File: config.mk
export PLATFORM = sky130hd
export DESIGN_NAME = xor_count_bank
export DESIGN_NICKNAME = d
export VERILOG_FILES = /design/src/rtl/xor_count_bank.sv
export SDC_FILE = /design/constraint.sdc
export NUM_CORES = 1
export LEC_CHECK = 0
export ABC_AREA = 0
export BUFFER_PORTS_ARGS = -buffer_cell sky130_fd_sc_hd__buf_4
export CELL_PAD_IN_SITES_DETAIL_PLACEMENT = 1
export CELL_PAD_IN_SITES_GLOBAL_PLACEMENT = 2
export CORE_ASPECT_RATIO = 0.9
export CORE_MARGIN = 2
export CORE_UTILIZATION = 21
export DETAILED_ROUTE_END_ITERATION = 10
export PLACE_DENSITY = 0.79
export SLEW_MARGIN = 20
export SYNTH_ARGS = -nofsm -noshare
export SYNTH_HDL_FRONTEND = slang
export SYNTH_SLANG_ARGS = --single-unit
File: constraint.sdc
create_clock -name Clk -period 1.2 [get_ports Clk]
set_input_delay 0.12 -clock Clk [delete_from_list [all_inputs] [get_ports Clk]]
set_output_delay 0.12 -clock Clk [all_outputs]
set_load 0.05 [all_outputs]
File: src/rtl/xor_count_bank.sv
// -----------------------------------------------------------------------------
// xor_count_bank
//
// A bank of NCH independent channels. Each channel has:
//   - a toggle bit that flips by In[i] when En[i] is high,
//   - a WIDTH-bit counter that adds STEP when En[i] is high, or loads LoadVal
//     when Load[i] is high. It either wraps or saturates, set by WRAP,
//   - a registered overflow pulse Tc[i], which is high in the cycle the counter
//     shows the wrapped or clamped value,
//   - combinational XOR views of the toggle bits and the counters.
//
// Optional feature: define XCB_UPDOWN_EN to add the Dir input. When Dir[i]=1,
// channel i counts down by STEP. It wraps or clamps to zero, and Tc flags the
// underflow.
//
// Parameters:
//   WIDTH  counter width per channel (1..16)
//   NCH    number of channels (1..8)
//   STEP   increment, 1 .. 2**WIDTH-1
//   WRAP   1 = wrap modulo 2**WIDTH, 0 = saturate
//
// Ports:
//   Clk      clock, all state updates on posedge
//   Reset    synchronous active-high reset (overrides Load and En)
//   En       per-channel count/toggle enable
//   Dir      per-channel count direction, 1 = down (XCB_UPDOWN_EN only)
//   In       per-channel toggle data
//   Load     per-channel counter load strobe (takes priority over En)
//   LoadVal  load values, channel i at [i*WIDTH +: WIDTH]
//   InV      XOR mask applied to the counters for OutVW
//   OutW     In ^ OutR (combinational)
//   OutR     registered toggle state
//   OutVR    registered counters, packed like LoadVal
//   OutVW    OutVR ^ InV (combinational)
//   Tc       registered overflow/underflow pulse
// -----------------------------------------------------------------------------
module xor_count_bank #(
    parameter int WIDTH = 2,
    parameter int NCH   = 2,
    parameter int STEP  = 1,
    parameter int WRAP  = 1
) (
    input  logic                   Clk,
    input  logic                   Reset,
    input  logic [NCH-1:0]         En,
`ifdef XCB_UPDOWN_EN
    input  logic [NCH-1:0]         Dir,
`endif
    input  logic [NCH-1:0]         In,
    input  logic [NCH-1:0]         Load,
    input  logic [NCH*WIDTH-1:0]   LoadVal,
    input  logic [NCH*WIDTH-1:0]   InV,
    output logic [NCH-1:0]         OutW,
    output logic [NCH-1:0]         OutR,
    output logic [NCH*WIDTH-1:0]   OutVR,
    output logic [NCH*WIDTH-1:0]   OutVW,
    output logic [NCH-1:0]         Tc
);

    // STEP widened by one bit. The carry out of the add is then the overflow
    // flag, because STEP <= 2**WIDTH-1 keeps the sum below 2**(WIDTH+1).
    localparam logic [WIDTH:0]   StepExt = (WIDTH+1)'(STEP);
    localparam logic [WIDTH-1:0] StepW   = StepExt[WIDTH-1:0];
    localparam logic [WIDTH-1:0] MaxVal  = '1;

    for (genvar gi = 0; gi < NCH; gi++) begin : gCh
        logic [WIDTH-1:0] cntReg;
        logic [WIDTH-1:0] cntNext;
        logic             togReg;
        logic             togNext;
        logic             tcReg;
        logic             tcNext;
        logic [WIDTH:0]   upSum;
        logic [WIDTH-1:0] upCnt;
        logic [WIDTH-1:0] stepCnt;
        logic             stepTc;

        assign upSum = {1'b0, cntReg} + StepExt;

        always_comb begin
            upCnt = upSum[WIDTH-1:0];
            if (upSum[WIDTH] && (WRAP == 0)) begin
                upCnt = MaxVal;
            end
            stepCnt = upCnt;
            stepTc  = upSum[WIDTH];
        end

`ifdef XCB_UPDOWN_EN
        logic             dnUnder;
        logic [WIDTH-1:0] dnDiff;
        logic [WIDTH-1:0] dnCnt;

        // The modulo subtraction gives the wrapped value directly.
        // Saturate mode clamps to zero instead.
        assign dnUnder = (cntReg < StepW);
        assign dnDiff  = cntReg - StepW;
        assign dnCnt   = (dnUnder && (WRAP == 0)) ? '0 : dnDiff;
`endif

        // Ternaries rather than if/else, so that an X on En or Load reaches
        // this channel's state in simulation instead of silently choosing a
        // branch.
        always_comb begin
            togNext = En[gi] ? (togReg ^ In[gi]) : togReg;
`ifdef XCB_UPDOWN_EN
            cntNext = Load[gi] ? LoadVal[gi*WIDTH +: WIDTH]
                    : (En[gi] ? (Dir[gi] ? dnCnt : stepCnt) : cntReg);
            tcNext  = Load[gi] ? 1'b0
                    : (En[gi] ? (Dir[gi] ? dnUnder : stepTc) : 1'b0);
`else
            cntNext = Load[gi] ? LoadVal[gi*WIDTH +: WIDTH]
                    : (En[gi] ? stepCnt : cntReg);
            tcNext  = Load[gi] ? 1'b0 : (En[gi] ? stepTc : 1'b0);
`endif
        end

        always_ff @(posedge Clk) begin
            if (Reset) begin
                cntReg <= '0;
                togReg <= 1'b0;
                tcReg  <= 1'b0;
            end else begin
                cntReg <= cntNext;
                togReg <= togNext;
                tcReg  <= tcNext;
            end
        end

        assign OutVR[gi*WIDTH +: WIDTH] = cntReg;
        assign OutR[gi]                 = togReg;
        assign Tc[gi]                   = tcReg;
    end

    assign OutW  = In ^ OutR;
    assign OutVW = OutVR ^ InV;

endmodule

==> results of run 1 <==
logic make-up (layout without fill, tap and decap cells):
family / after synthesis / count (layout) / share of synthesized area (%)
muxes: 2 / 2 / 4.520
xor gates and xnor gates: 8 / 8 / 15.82
adders and majority gates: 2 / 2 / 5.649
and+or+nand+nor: 8 / 8 / 13.56
buffers and inverters: 6 / 34 / 8.475
DFF: 8 / 8 / 36.16
AOI/OAI and AO/OA: 8 / 8 / 15.82
layout by cell type, fill, tap and decap left out:
| cell type | n |
|---|---|
| buf_4 | 29 |
| xor2_4 | 4 |
| nor2b_1 | 4 |
| dfxtp_2 | 4 |
| dfxtp_1 | 4 |
| clkbuf_4 | 3 |
| xor2_2 | 2 |
| a21bo_2 | 2 |
| nand3b_1 | 2 |
| a21oi_1 | 2 |
| nor4bb_1 | 2 |
| inv_1 | 2 |
| xnor2_1 | 2 |
| a211oi_2 | 2 |
| mux2i_1 | 2 |
| a211oi_1 | 2 |
| ha_1 | 2 |
stage by stage:
step / std cells / util [%] / hold WS, ns / instance area [sq um] / total power, W
finish: 95 / 39.94 / 0.05840 / 779.5 / 0.0008911
global route: 95 / 39.94 / 0.04642 / 779.5 / 0.0009445
CTS: 95 / 39.94 / 0.04951 / 779.5 / 0.0009090
detailed placement: 92 / 38.78 / 0.3245 / 757.0 / 0.0006963
global placement: 92 / 38.78 / 0.3203 / 757.0 / 0.0006914
floorplan: 42 / - / 0.1773 / 538.0 / 0.0005648
synth_stat cells, drive strengths merged:
cell type,instances
dfxtp,8
xor2,6
a211oi,4
buf,4
nor2b,4
a21bo,2
a21oi,2
ha,2
inv,2
mux2i,2
nand3b,2
nor4bb,2
xnor2,2
worst paths after layout:
| kind | from | end | slack (ns) | depth (start not counted) |
|---|---|---|---|---|
| min reg2reg | gCh[0].cntReg[1] | gCh[0].cntReg[1] | 0.61 | 2 |
| max | gCh[0].cntReg[0] | OutVW[0] | 0.07 | 2 |
| min | Load[1] | gCh[1].tcReg | 0.06 | 2 |
| max reg2reg | gCh[0].cntReg[0] | gCh[0].cntReg[1] | 0.18 | 3 |
cell type report:
type                    instances  area share (%)
multi-input cells              28           43.02
repair buffers                 29           27.93
flip-flops and latches          8           21.19
well taps                      25           4.013
clock buffers                   3           2.889
inverters                       2          0.9631
metal layers:
metal	vias to the layer above	GRT usage (%)	routed length, um
li1	198	-	-
met1	174	11.88	435
met2	17	12.00	474
met3	2	2.813	71
met4	0	7.692	15
met5	-	0	0
power by group:
group	internal [W]	switching, W	total (W)	leakage, nW
Clock	0.000114	0.0000910	0.000205	0.0138
Combinational	0.000147	0.000221	0.000368	0.266
Sequential	0.000285	0.0000321	0.000318	0.0670
sequential cells by signal (all words and copies together) (netlist names):
register    flops
gCh.togReg      2
gCh.cntReg      4
gCh.tcReg       2
==> out/summary.txt, run 1 <==
Status: completed
Worst Hold Class: input port to register
Setup WS post-layout: 0.07495 ns
ANT cells: 0
Fillcell total: 232
Register area: 165.2 sq um
Worst-case clock buffer depth: 2
Resized cells post-CTS: 0
LEAKAGE: 0.3471 nW
Seq cells post-synth: 8
Worst slack, placed: 0.1750 ns
Hpwl dp: 874.6 um
DR iter-0 viols: 3
Max Cap Viol: 0
Crit share post-route: 93.75%
Slowest CP cell: dfxtp_2
Htree depth: 1
Clk pin slew, worst setup/hold paths: 0.05 ns
CP cell instances: xor2_4 -> buf_4
DRC: 0
Vias per inst: 4.116
DRT Pass-1 Iters: 2
Std-Cell Core Area: 1952 sq um
Final setup skew: 0.0005826 ns
Final hold viol count: 0
Detail Route Antenna Nets: 0
VDD IR max: 0.4583 mV
Initial antenna violation count: 0
Unrepaired setup endpoints after global routing: false
Crit-path leading delay family: flip-flops
Pins Over Slew Limit: 0
GRT Total Usage: 9.024%
Number of global-route vias before repair: 353
# nets final: 90
Synthesized area: 442.9 sq um
Power per cell area: 1143 nW/um^2
Die Wd: 52.41 um
Post-CTS Setup Inserts: 0
Setup TNS: 0 ns
Pin count of the biggest net entering global routing: 9
Register area share after synthesis: 36.16%
Worst-margin pin slew: 0.2075 ns
TritonCTS clock tree: built
Critical Path Source Type: register
Area leader, netlist: dfxtp_1
Synth area leaders: dfxtp_1, xor2_1, buf_4
WP data arrival: 1.01 ns
TritonCTS Sinks: 8
Hold-fix buffers, CTS: 0
Total congestion overflow: 0
Clock root buffer: clkbuf_4
Yosys cell types: 14
Final min period: 1.125 ns
Gate Count Post-Synth: 42
Max FO, Critical Path: 4
Std cell rows: 15
Setup violators final: 0
Worst setup path category: register to output port
GP Congestion: 0.6434
CP max stage delay: 0.41 ns
DR WL/cell: 10.49 um
Effective utilization at floorplan: 22.69%
Headroom to the max-slew limit: 85.97%
Clk_lat worst skew: 0.25 ns
P&R area growth vs syn: 75.99%
Synthesis warning total: 0
Global-route wire length before repair: 1538 um
TritonCTS buffer count: 3
Syn nets: 60
Critical path buffers and inverters: 1
Total die area: 2493 sq um
Chip Height: 47.57 um
Synthesized area per cell: 10.55 sq um
Routed vias: 391
Routed WL: 997 um
Critical Path RT: 1.08 ns
Share of the synthesized area in the top cell type: 36.16%
Worst setup EP type: output port
Area of the multi-input gates: 335.3 sq um
Buffers on Ports: 29
Share of cells above drive strength 1: 65.71%
Max Fclk: 0.8889 GHz
Number of primary I/O pins: 30
No activity file was read; power rests on OpenSTA's default activity.
==> inputs of run 2 (changes only) <==
--- a/config.mk
+++ b/config.mk
@@ -14,6 +14,7 @@
 export CORE_UTILIZATION = 21
 export DETAILED_ROUTE_END_ITERATION = 10
 export PLACE_DENSITY = 0.79
+export RECOVER_POWER = 50
 export SLEW_MARGIN = 20
 export SYNTH_ARGS = -nofsm -noshare
 export SYNTH_HDL_FRONTEND = slang
==> run 2 against run 1 <==
  * Clock-buffer cell count stayed put
  * Sequential cell count unchanged
  * First-iteration DRC count did not move
  * Global-route usage is the same
  * Sequential power barely moved
  * Critical path type unchanged
  * Critical endpoint unchanged
  * Largest power group unchanged
  * Highest routed layer unchanged
==> out/summary.txt, run 2 (synthesized netlist as in run 1, its figures left out) <==
Status: completed
Die Wd: 52.41 um (unchanged)
Crit share post-route: 93.76% (about the same)
Hold path startpoint: Load[1]
TritonCTS buffer count: 3 (unchanged)
DR WL/cell: 10.51 um (+0.10%)
Post-CTS Setup Inserts: 0 (unchanged)
ANT cells: 0 (unchanged)
Final hold viol count: 0 (unchanged)
DRC: 0 (unchanged)
Worst hold slack: 0.05837 ns (-0.00002920 ns)
Pins Over Slew Limit: 0 (unchanged)
TritonCTS Sinks: 8 (unchanged)
# nets final: 90 (unchanged)
Sw frac: 38.77% (+0.14 points)
Htree depth: 1 (unchanged)
Worst-margin pin slew: 0.2764 ns (+0.06887 ns)
Hold-fix buffers, CTS: 0 (unchanged)
Power per cell area: 1154 nW/um^2 (+0.91%)
Combinational Power Share: 41.1% (-0.2 points)
Internal Power: 0.0005435 W (-0.62%)
GP Congestion: 0.6434 (unchanged)
Psw: 0.0003441 W (about the same)
Final min period: 1.125 ns (+0.00002920 ns)
Total congestion overflow: 0 (unchanged)
Routed WL: 998 um (+0.10%)
Setup TNS: 0 ns (unchanged)
Critical Path Source Type: register
Initial antenna violation count: 0 (unchanged)
Total die area: 2493 sq um (unchanged)
Routed vias: 391 (unchanged)
Critical Path RT: 1.08 ns (about the same)
Clk pin slew, worst setup/hold paths: 0.05 ns (about the same)
Largest regs: gCh.cntReg x4, gCh.tcReg x2, gCh.togReg x2
Number of primary I/O pins: 30 (unchanged)
DRT Pass-1 Iters: 2 (unchanged)
Unrepaired setup endpoints after global routing: false
Max FO, Critical Path: 4 (unchanged)
Clock root buffer: clkbuf_4
P&R area growth vs syn: 73.73%
Worst r2r src: gCh[0].cntReg[0]
Worst slack, placed: 0.1750 ns (unchanged)
Vias per inst: 4.116 (unchanged)
Pin count of the biggest net entering global routing: 9 (unchanged)
Hold path endpoint: gCh[1].tcReg
Std-Cell Core Area: 1952 sq um (unchanged)
Register area: 165.2 sq um (unchanged)
Worst setup path category: register to output port
Setup violators final: 0 (unchanged)
Worst setup EP type: output port
Headroom to the max-slew limit: 81.65% (-4.3 points)
Global-route wire length before repair: 1538 um (unchanged)
Number of global-route vias before repair: 353 (unchanged)
Fillcell total: 232 (unchanged)
Setup WS post-layout: 0.07492 ns (-0.00002920 ns)
Hpwl dp: 874.6 um (unchanged)
FF-to-FF path depth: 3 (unchanged)
Worst Hold Class: input port to register
TritonCTS clock tree: built
Resized cells post-CTS: 0 (unchanged)
Std cell rows: 15 (unchanged)
Max Fclk: 0.8888 GHz (about the same)
Reg2reg setup slack: 0.18 ns (about the same)
Top reg by flops: gCh.cntReg
Final setup skew: 0.0005824 ns (-0.0000001940 ns)
Sequential Power Share: 35.8% (+0.2 points)
LEAKAGE: 0.3440 nW (-0.90%)
Area of the multi-input gates: 335.3 sq um (unchanged)
Reg-to-reg endpoint: gCh[0].cntReg[1]
Max reg flops: 4 (unchanged)
Placed cell area: 757.0 sq um (unchanged)
Detail Route Antenna Nets: 0 (unchanged)
GRT Total Usage: 9.024% (unchanged)
Buffers on Ports: 29 (unchanged)
Share of cells above drive strength 1: 65.71% (unchanged)
Effective utilization at floorplan: 22.69% (unchanged)
Power Total: 0.0008877 W (-0.38%)
Max Cap Viol: 0 (unchanged)
Clock share of power: 23.1% (about the same)
VDD IR max: 0.4583 mV (about the same)
Chip Height: 47.57 um (unchanged)
Clk_lat worst skew: 0.25 ns (about the same)
Worst-case clock buffer depth: 2 (unchanged)
Worst Hold Depth: 2 (unchanged)
WP data arrival: 1.01 ns (about the same)
Final instance area: 769.5 sq um (-1.3%)
Commonest non-fill, non-tap cell in the layout: buf_4
DR iter-0 viols: 3 (unchanged)
## run 2: changes by cell type in the layout (fill, tap and decap cells not counted)
cell / change
buf_4: -4
clkbuf_2: +4
## run 2: area by class of cell
cell class / count / area share, %
timing repair buffer: 29 / 26.99
multi-input combinational: 28 / 43.58
tap: 25 / 4.065
sequential: 8 / 21.46
clock buffer: 3 / 2.927
inverter: 2 / 0.9756
## run 2: metal layers
metal  vias up  global-route usage (%)  wire [um]
met3         2                   2.813         71
met2        17                   12.00        474
met4         0                   7.692         15
li1        198                       -          -
met5         -                       0          0
met1       174                   11.88        436
## run 2: through the flow
stage,util [%],instances
floorplan,-,42
global placement,38.78,92
detailed placement,38.78,92
CTS,39.94,95
global route,39.42,95
finish,39.42,95
## run 2: how the worst max path moves through the flow
stage | cells past startpoint | to | from
3_3_place_gp | 3 | gCh[1].cntReg[1] | gCh[1].cntReg[0]
2_1_floorplan | 3 | gCh[1].cntReg[1] | gCh[1].cntReg[0]
3_5_place_dp | 3 | gCh[1].cntReg[1] | gCh[1].cntReg[0]
6_report | 2 | OutVW[0] | gCh[0].cntReg[0]
5_1_grt | 2 | OutW[0] | gCh[0].togReg
4_1_cts | 2 | OutW[0] | gCh[0].togReg
## run 2: power by group through the flow
stage	registers [W]	logic [W]	clock network, W
after floorplan	0.000361	0.000204	0
after global placement	0.000323	0.000368	0
after detailed placement	0.000324	0.000372	0
after CTS	0.000318	0.000373	0.000218
after global routing	0.000321	0.000387	0.000233
final	0.000317	0.000365	0.000205
## run 2: worst max-delay path, stage by stage, from the launching register on
cell	delay, ns
dfxtp_2	0.41
xor2_4	0.14
buf_4	0.20
==> inputs of run 3 (changes only) <==
--- a/config.mk
+++ b/config.mk
@@ -7,11 +7,11 @@
 export LEC_CHECK = 0
 export ABC_AREA = 0
 export BUFFER_PORTS_ARGS = -buffer_cell sky130_fd_sc_hd__buf_4
-export CELL_PAD_IN_SITES_DETAIL_PLACEMENT = 1
-export CELL_PAD_IN_SITES_GLOBAL_PLACEMENT = 2
+export CELL_PAD_IN_SITES_DETAIL_PLACEMENT = 0
+export CELL_PAD_IN_SITES_GLOBAL_PLACEMENT = 1
 export CORE_ASPECT_RATIO = 0.9
 export CORE_MARGIN = 2
-export CORE_UTILIZATION = 21
+export CORE_UTILIZATION = 27
 export DETAILED_ROUTE_END_ITERATION = 10
 export PLACE_DENSITY = 0.79
 export RECOVER_POWER = 50
==> run 3 against run 2 <==
  * Final area fell by 0.81%
  * Non-clock buffer count is the same
  * Highest routed layer unchanged
  * Combinational power hardly changed
  * Clock power shrank 7%
  * Register-to-register slack about the same
==> out/summary.txt, run 3 (synthesized netlist as in run 1, its figures left out) <==
Status: completed
Clk_lat worst skew: 0.24 ns (about the same)
GRT Total Usage: 10.71% (+1.7 points)
Worst-margin pin slew: 0.2781 ns (+0.001706 ns)
Final setup skew: 0.003244 ns (+0.002661 ns)
WP data arrival: 0.99 ns (-0.02 ns)
Worst Hold Depth: 2 (unchanged)
Final instance area: 763.2 sq um (-0.81%)
Die Wd: 46.70 um (-11%)
Slowest CP cell: dfxtp_2
Crit share post-route: 92.31% (-1.4 points)
Fillcell total: 162 (-30%)
Max Fclk: 0.9027 GHz (+1.6%)
Worst setup path category: register to output port
Clock root buffer: clkbuf_4
Effective utilization at floorplan: 29.60% (+6.9 points)
Htree depth: 1 (unchanged)
Headroom to the max-slew limit: 81.54% (-0.11 points)
Total congestion overflow: 0 (unchanged)
P&R area growth vs syn: 72.32%
TritonCTS buffer count: 3 (unchanged)
Pins Over Slew Limit: 0 (unchanged)
Setup TNS: 0 ns (unchanged)
Critical Path RT: 1.08 ns (about the same)
Total die area: 1981 sq um (-21%)
Largest regs: gCh.cntReg x4, gCh.tcReg x2, gCh.togReg x2
Top reg by flops: gCh.cntReg
Most frequent cells in the layout: buf_4, clkbuf_2
Critical path buffers and inverters: 1 (unchanged)
Power per cell area: 1141 nW/um^2 (-1.1%)
Detail Route Antenna Nets: 0 (unchanged)
TritonCTS Sinks: 8 (unchanged)
Max Cap Viol: 0 (unchanged)
Worst r2r src: gCh[1].cntReg[0]
Setup violators final: 0 (unchanged)
Buffers on Ports: 29 (unchanged)
Crit-path leading delay family: flip-flops
Post-CTS Setup Inserts: 0 (unchanged)
Final hold viol count: 0 (unchanged)
Vias per inst: 4.152 (+0.88%)
Critical Path Source Type: register
Initial antenna violation count: 0 (unchanged)
Clk pin slew, worst setup/hold paths: 0.05 ns (about the same)
Worst setup EP type: output port
Share of cells above drive strength 1: 65.71% (unchanged)
Chip Height: 42.43 um (-11%)
Global-route wire length before repair: 1442 um (-6.2%)
Routed vias: 382 (-2.3%)
Number of global-route vias before repair: 357 (+1.1%)
Hpwl dp: 771.1 um (-12%)
Number of primary I/O pins: 30 (unchanged)
Reg2reg setup slack: 0.18 ns (about the same)
ANT cells: 0 (unchanged)
Worst hold slack: 0.06333 ns (+0.004958 ns)
Final min period: 1.108 ns (-0.01734 ns)
DR iter-0 viols: 4 (+1)
LEAKAGE: 0.3433 nW (-0.21%)
Std cell rows: 13 (-2)
Placed Cells incl. Taps: 89 (-3.3%)
Worst-case clock buffer depth: 2 (unchanged)
Worst Hold Class: input port to register
Commonest non-fill, non-tap cell in the layout: buf_4
Routed WL: 895 um (-10%)
# nets final: 90 (unchanged)
Fin cells: 92 (-3.2%)
Hold path endpoint: gCh[1].tcReg
CP max stage delay: 0.40 ns (about the same)
Unrepaired setup endpoints after global routing: false
CP cell instances: xor2_4 -> buf_4
TritonCTS clock tree: built
DRT Pass-1 Iters: 2 (unchanged)
Placed cell area: 753.2 sq um (-0.50%)
DRC: 0 (unchanged)
DR WL/cell: 9.728 um (-7.4%)
Hold path startpoint: Load[1]
Max reg flops: 4 (unchanged)
GP Congestion: 0.6861 (+6.6%)
FF-to-FF path depth: 3 (unchanged)
Pin count of the biggest net entering global routing: 9 (unchanged)
Hold-fix buffers, CTS: 0 (unchanged)
Std-Cell Core Area: 1496 sq um (-23%)
VDD IR max: 0.4710 mV (+2.8%)
Setup WS post-layout: 0.09226 ns (+0.01734 ns)
Max FO, Critical Path: 4 (unchanged)
Reg-to-reg endpoint: gCh[1].cntReg[1]
Worst slack, placed: 0.1714 ns (-0.003588 ns)
Resized cells post-CTS: 0 (unchanged)
[run 3: cell type report]
type	count	area, sq um	area share, %
Clock buffer	3	22.52	2.951
Inverter	2	7.507	0.9836
Multi-Input combinational cell	28	335.3	43.93
Sequential cell	8	165.2	21.64
Tap cell	22	27.53	3.607
Timing Repair Buffer	29	205.2	26.89
[run 3: how the worst max path moves through the flow]
stage	cells after the start	from	slack, ns	endpoint
2_1_floorplan	3	gCh[1].cntReg[0]	0.04	gCh[1].cntReg[1]
3_3_place_gp	3	gCh[0].cntReg[0]	0.19	gCh[0].cntReg[1]
3_5_place_dp	3	gCh[1].cntReg[0]	0.17	gCh[1].cntReg[1]
4_1_cts	2	gCh[0].cntReg[0]	0.07	OutVW[0]
5_1_grt	2	gCh[1].togReg	0.03	OutW[1]
6_report	2	gCh[0].cntReg[0]	0.09	OutVW[0]
[run 3: routing by layer]
layer	vias to the layer above	part of all wire, %	track usage, %
met3	2	7.6	6.466
met2	16	49	16.67
met1	170	42	11.20
li1	194	-	-
met5	-	0	0
met4	0	1.3	5.000
[run 3: metrics by stage]
step | util, % | power (W)
after floorplan | - | 0.0005648
after global placement | 50.33 | 0.0006899
after detailed placement | 50.33 | 0.0006952
after CTS | 51.84 | 0.0008963
after global routing | 51.00 | 0.0009265
final | 51.00 | 0.0008710
[run 3: where the power goes]
| part | internal (W) | switching, W | total (W) |
|---|---|---|---|
| sequential | 0.000286 | 0.0000318 | 0.000318 |
| clock | 0.000113 | 0.0000775 | 0.000191 |
| combinational | 0.000142 | 0.000220 | 0.000362 |
| total | 0.000541 | 0.000329 | 0.000871 |
